**src/rtl/fetch_unit.sv**
```systemverilog
// Instruction-fetch stage: owns the PC, registers the fetched word into
// IF/ID, and hands it to decode over a valid/ready handshake.
module fetch_unit #(
  parameter int         DATA_LENGTH = 32,
  parameter int         MEM_LENGTH  = 32,
  parameter int         RESET_PC    = 0,
  parameter logic [5:0] HALT_OPCODE = 6'h3F,
  parameter int         CNT_WIDTH   = 16,
  localparam int        AW          = $clog2(MEM_LENGTH)
) (
  input  logic                   clk,
  input  logic                   rst_n,
  output logic [AW-1:0]          imem_addr,
  input  logic [DATA_LENGTH-1:0] imem_data,
  input  logic                   redirect_valid,
  input  logic [AW-1:0]          redirect_pc,
  output logic                   instr_valid,
  input  logic                   dec_ready,
  output logic [DATA_LENGTH-1:0] instr_o,
  output logic [AW-1:0]          instr_pc,
  output logic                   halted,
  output logic [CNT_WIDTH-1:0]   fetch_count
);

  typedef enum logic {
    RUN  = 1'b0,
    HALT = 1'b1
  } state_t;

  state_t        state;
  logic [AW-1:0] pc;
  logic          accept;
  logic          can_cap;
  logic          is_halt;

  assign imem_addr = pc;
  assign accept    = instr_valid & dec_ready;
  assign can_cap   = ~instr_valid | dec_ready;
  assign is_halt   = imem_data[DATA_LENGTH-1 -: 6] == HALT_OPCODE;

  // PC, IF/ID register and run/halt control
  always_ff @(posedge clk or negedge rst_n) begin
    if (!rst_n) begin
      state       <= RUN;
      pc          <= AW'(RESET_PC);
      instr_valid <= 1'b0;
      instr_o     <= '0;
      instr_pc    <= '0;
      halted      <= 1'b0;
    end else begin
      unique case (state)
        RUN: begin
          if (redirect_valid) begin
            pc          <= redirect_pc;
            instr_valid <= 1'b0;
          end else if (can_cap) begin
            instr_o     <= imem_data;
            instr_pc    <= pc;
            instr_valid <= 1'b1;
            if (is_halt) begin
              state  <= HALT;
              halted <= 1'b1;
            end else begin
              pc <= pc + AW'(1);
            end
          end
        end
        HALT: begin
          if (redirect_valid) begin
            pc          <= redirect_pc;
            instr_valid <= 1'b0;
            halted      <= 1'b0;
            state       <= RUN;
          end else if (accept) begin
            instr_valid <= 1'b0;
          end
        end
        default: state <= RUN;
      endcase
    end
  end

  // count completed handshakes; a redirect voids the handshake
  always_ff @(posedge clk or negedge rst_n) begin
    if (!rst_n) begin
      fetch_count <= '0;
    end else if (accept && !redirect_valid) begin
      fetch_count <= fetch_count + CNT_WIDTH'(1);
    end
  end

endmodule

```
**config.mk**
```make
export PLATFORM = sky130hd
export DESIGN_NAME = fetch_unit
export DESIGN_NICKNAME = d
export VERILOG_FILES = /design/src/rtl/fetch_unit.sv
export SDC_FILE = /design/constraint.sdc
export NUM_CORES = 1
export LEC_CHECK = 0
export CAP_MARGIN = 20
export CORE_MARGIN = 4
export CORE_UTILIZATION = 27
export DETAILED_ROUTE_END_ITERATION = 8
export HOLD_SLACK_MARGIN = 0.03
export PLACE_DENSITY_LB_ADDON = 0.12
export SYNTH_ARGS = -nofsm -noshare
export SYNTH_HDL_FRONTEND = slang
export SYNTH_SLANG_ARGS = --single-unit
```
**constraint.sdc**
```tcl
create_clock -name clk -period 3.9 [get_ports clk]
set_clock_uncertainty 0.1 [all_clocks]
set_input_delay 0.585 -clock clk [delete_from_list [all_inputs] [get_ports clk]]
set_output_delay 0.585 -clock clk [all_outputs]
set_load 0.05 [all_outputs]
```
# Word level (Yosys, flattened, before mapping)
# Cells that the tools add are included.
# word_totals
reg_bits	61
inputBits	41
out_inout_bits	60
word_cells	48
# classes
n_addsub	2
eq_ne	8
mux	20
bitwise_logic	5
reduce_logical	6
# op_table
op	n
5-bit 2-to-1 mux	4
16-bit by 1-bit adder with 16-bit output, second input constant	1
1-bit 2-to-1 mux	12
5-bit one-hot mux with 2 select lines	1
2-bit != test, second input constant	4
6-bit equality test, second input constant	1
3-bit != test, second input constant	2
1-bit one-hot mux with 2 select lines	3
3-bit AND reduction	2
5-bit by 1-bit adder with 5-bit output, second input constant	1
4-bit AND reduction	1
3-bit by 2-bit != test with 1-bit output, second input constant	1
1-bit inverter	3
2-bit AND reduction	1
1-bit bitwise AND	1
1-bit logical AND	1
1-bit zero test	1
1-bit bitwise OR	1

# Depth between registers and ports, before layout
# logic_depth
word_depth	5
mapped_depth	7
depth_no_buf	5

# Worst setup path after synthesis
# No wires, ideal clock.
# synth_path
kind	input -> register
startpoint	input port redirect_valid
endpoint	register instr_o[10]
setup_time_ns	0.125
arrival_ns	1.578
required_ns	3.675
path_slack_ns	2.097
stages	6
path_buffers	2
path_cell_list	inv_1 ha_1 nand2_1 buf_6 buf_6 mux2_4
# synth_between
elab_chain_cells	2
# synth_rtl
item	line_no	source
start: declaration	15	input logic redirect_valid,
1-bit inverter (no source line)	n/a	
3-bit AND reduction (no source line)	n/a	
end signal: assignment	57	instr_o <= imem_data;
end: declaration	19	output logic [DATA_LENGTH-1:0] instr_o,
# Every way passes these cells.
# A chain may end at the register's enable or synchronous reset.

# Worst setup path after layout
# layout_path
startpoint	input port redirect_valid
endpoint	register instr_pc[0]
# layout_between
elab_chain_cells	2
# layout_rtl
item	line_no	source
1-bit inverter (no source line)	n/a	
3-bit AND reduction (no source line)	n/a	
end signal: assignment	58	instr_pc <= pc;
end: declaration	20	output logic [AW-1:0] instr_pc,
# Every way passes these cells.

==> impl_results.md <==
- Post-synthesis sequential area ratio: about three fifths
- Cell taking the most area after synthesis: dfrtp_1
- Ant diodes: 0
- Fmax: around 400 MHz
- Status: complete, no violations
- Mapped Nets: approximately 240
- Most common cell after layout, fill and taps aside: clkdlybuf4s50_1
- Clock latency at the later pin of the worst-skew pair: about 0.32 ns
- Compound-cell area share of the yosys netlist: ~4.4%
- GR Overflow Total: 0
- Fin crit period: 2.52 ns
- Yosys Warn Count: 0
- Port Buffers: 100
- Setup bufs post-CTS: 0
- Io pins: 101
- Pwr Density: ~540 nW/um^2
- Setup TNS Final: 0 ns
- CTS resizes: 0
- Commonest non-fill, non-tap cells in the layout: 99 x clkdlybuf4s50_1, 61 x dfrtp_1, 20 x mux2_1
- Placer Congestion: ~0.74
- Mux contribution to synthesized area: roughly 17%
- DR vias/cell: 4.28
- DIE HEIGHT: between 100 and 150 um
- Post-Route WL: between 6 and 7 mm
- Max_cap viols: 0
- H-tree depth: 3
- Unrepaired setup endpoints after global routing: no
- Core Area: 9280 um^2
- All-Layer GR Usage: between 10% and 20%
- WL per Instance: about 14 um
- Cell Area, Synth: 2580 um^2
- CTS Buf Count: 9
- CP Launch Type: input port
- Chip width: roughly 110 um
- Combinational family with the most area after synthesis: multiplexers
- Final HPWL DP: approximately 4.4 mm
- Fin util: a little over two fifths
- Remaining DRCs: 0
- Layout cells sized above 1: between 10% and 20%
- Slew Viols, Final: 0
- EDFF count, synth: 0
- Max VDD drop: around 350 uV
- Synth top area share: 59.1%
- Leak pwr: ~1.7 nW
- Total Power: about 0.0021 W
- Unique masters post-synth: 34
- Router iterations before antenna repair: 4
- Starting Density: about 28%
- Die area: about 11000 um^2
- Final setup viols: 0
- Post-synth ARST share: 100%
- Max Root-Sink Buffers: 2
- Dominant synthesized flop cell: dfrtp_1
- Slew @ Worst Pin: between 0.5 and 0.6 ns
- Initial DRC Count: 39
- Post-Synthesis Cells: 190
- Row Count: 35
- Post-synthesis simple-gate area fraction: 10.1%
- ANT nets after route: 0
- Final hold violations: 0
- Antenna violations before repair: 0
- Synth Area in XOR/XNOR: around 5.4%
- Fin crit share: between 60% and 70%
- Synth top area cells: dfrtp_1 59%, mux2_1 8.7%, mux2_2 4.4%
- Syn_area_per_cell: 13.6 um^2
- Largest net degree at the start of global routing: between 40 and 50
- Crit-path max FO: 39
- Setup Crit Path Kind: input port to flop
- RR Startpoint: state
- Hold Crit Class: input port to async pin
- CTS tree: yes
- Total clock sinks: 61
- Required @ worst endpoint: about 4 ns
- Critical path startpoint: redirect_valid
- Area Overhead vs Synth: 52.0%
- Hold_buf cts: 0
- Synthesized flop and latch total: 61
- Nature of the critical path endpoint: flop
- Routed vias: between 1500 and 2000
- Vias in the first global route: around 1900
- Adder-cell area share of the yosys netlist: 1.94%
- Clock-pin slew on the worst setup and hold paths: ~0.06 ns
- Final-stage net count: between 300 and 400
- Root Buffer: clkbuf_8
- CP arrival: ~2.6 ns
- Slew margin rel.: 64.0%
- First-pass GRT wire length: a little under 10 mm
## registers in the layout, summed over array words and instances, names as in the netlist
| name | count |
|---|---|
| state | 1 |
| instr_pc | 5 |
| halted | 1 |
| instr_valid | 1 |
| instr_o | 32 |
| imem_addr | 5 |
| fetch_count | 16 |
## worst paths after layout
kind	end	slack, ns	cells after the start
min in group clk	fetch_count[15]	0.38	1
max in group asynchronous	imem_addr[1]	2.81	3
max reg2reg	instr_pc[0]	2.10	5
max	instr_pc[0]	1.38	6
min reg2reg	fetch_count[15]	0.38	1
min	instr_o[28]	0.08	1
## cell usage after synthesis (2+ instances only)
master,instances
a21o_1,2
a21oi_1,4
a31oi_1,2
and3_1,3
buf_2,2
buf_6,3
dfrtp_1,61
ha_1,4
inv_1,6
mux2_1,20
mux2_2,10
mux2_4,6
nand2_1,10
nand3_1,9
nand3b_1,2
nand4_1,5
nor2_1,8
o21ai_0,3
xnor2_1,10
xor2_1,6
## report_power, final
group | leakage, nW | internal, W | total (W) | switching [W]
Combinational | 0.838 | 0.000286 | 0.000763 | 0.000477
Clock | 0.0968 | 0.000328 | 0.000561 | 0.000233
Sequential | 0.746 | 0.000730 | 0.000803 | 0.0000734
Total | 1.68 | 0.00134 | 0.00213 | 0.000783
## per-stage QoR
step                      setup WS, ns  hold slack (ns)  instances  cell area (um^2)
after floorplan                   2.10            0.189        190              2580
after global placement            1.06            0.365        416              3720
after detailed placement          1.01            0.375        416              3720
after CTS                         1.39            0.368        431              3910
after global routing              1.30           0.0927        432              3930
final                             1.38           0.0809        432              3930
## critical path, stage by stage
cell             delay (ns)
clkdlybuf4s50_1        0.62
inv_1                  0.22
ha_1                   0.28
nand2_2                0.06
buf_4                  0.43
mux2_2                 0.39
## metal layers
layer  GRT usage [%]  wire length [um]  up-vias
met5               0                 0        -
met4            4.16               118        0
met3            3.37               275        8
met2            18.1              2930       53
met1            13.9              2760      906
li1                -                 -      881
## cell families (layout without fill, tap and decap cells)
| logic type | Yosys count | count (layout) |
|---|---|---|
| multiplexers | 36 | 36 |
| AO/OA/AOI/OAI | 17 | 17 |
| XOR/XNOR | 16 | 16 |
| buffers and inverters | 11 | 124 |
| flip-flops | 61 | 61 |
| adder cells (fa/ha/maj) | 4 | 4 |
| AND/OR/NAND/NOR | 45 | 45 |
## layout make-up
cell class              instances  area [um^2]
clock buffers                  14          163
clock inverters                 1         30.0
fillers                       935         5360
inverters                       6         22.5
multi-input cells             118          995
flip-flops and latches         61         1530
well taps                     129          161
repair buffers                103         1030
Power figures use the tool's default switching activity.
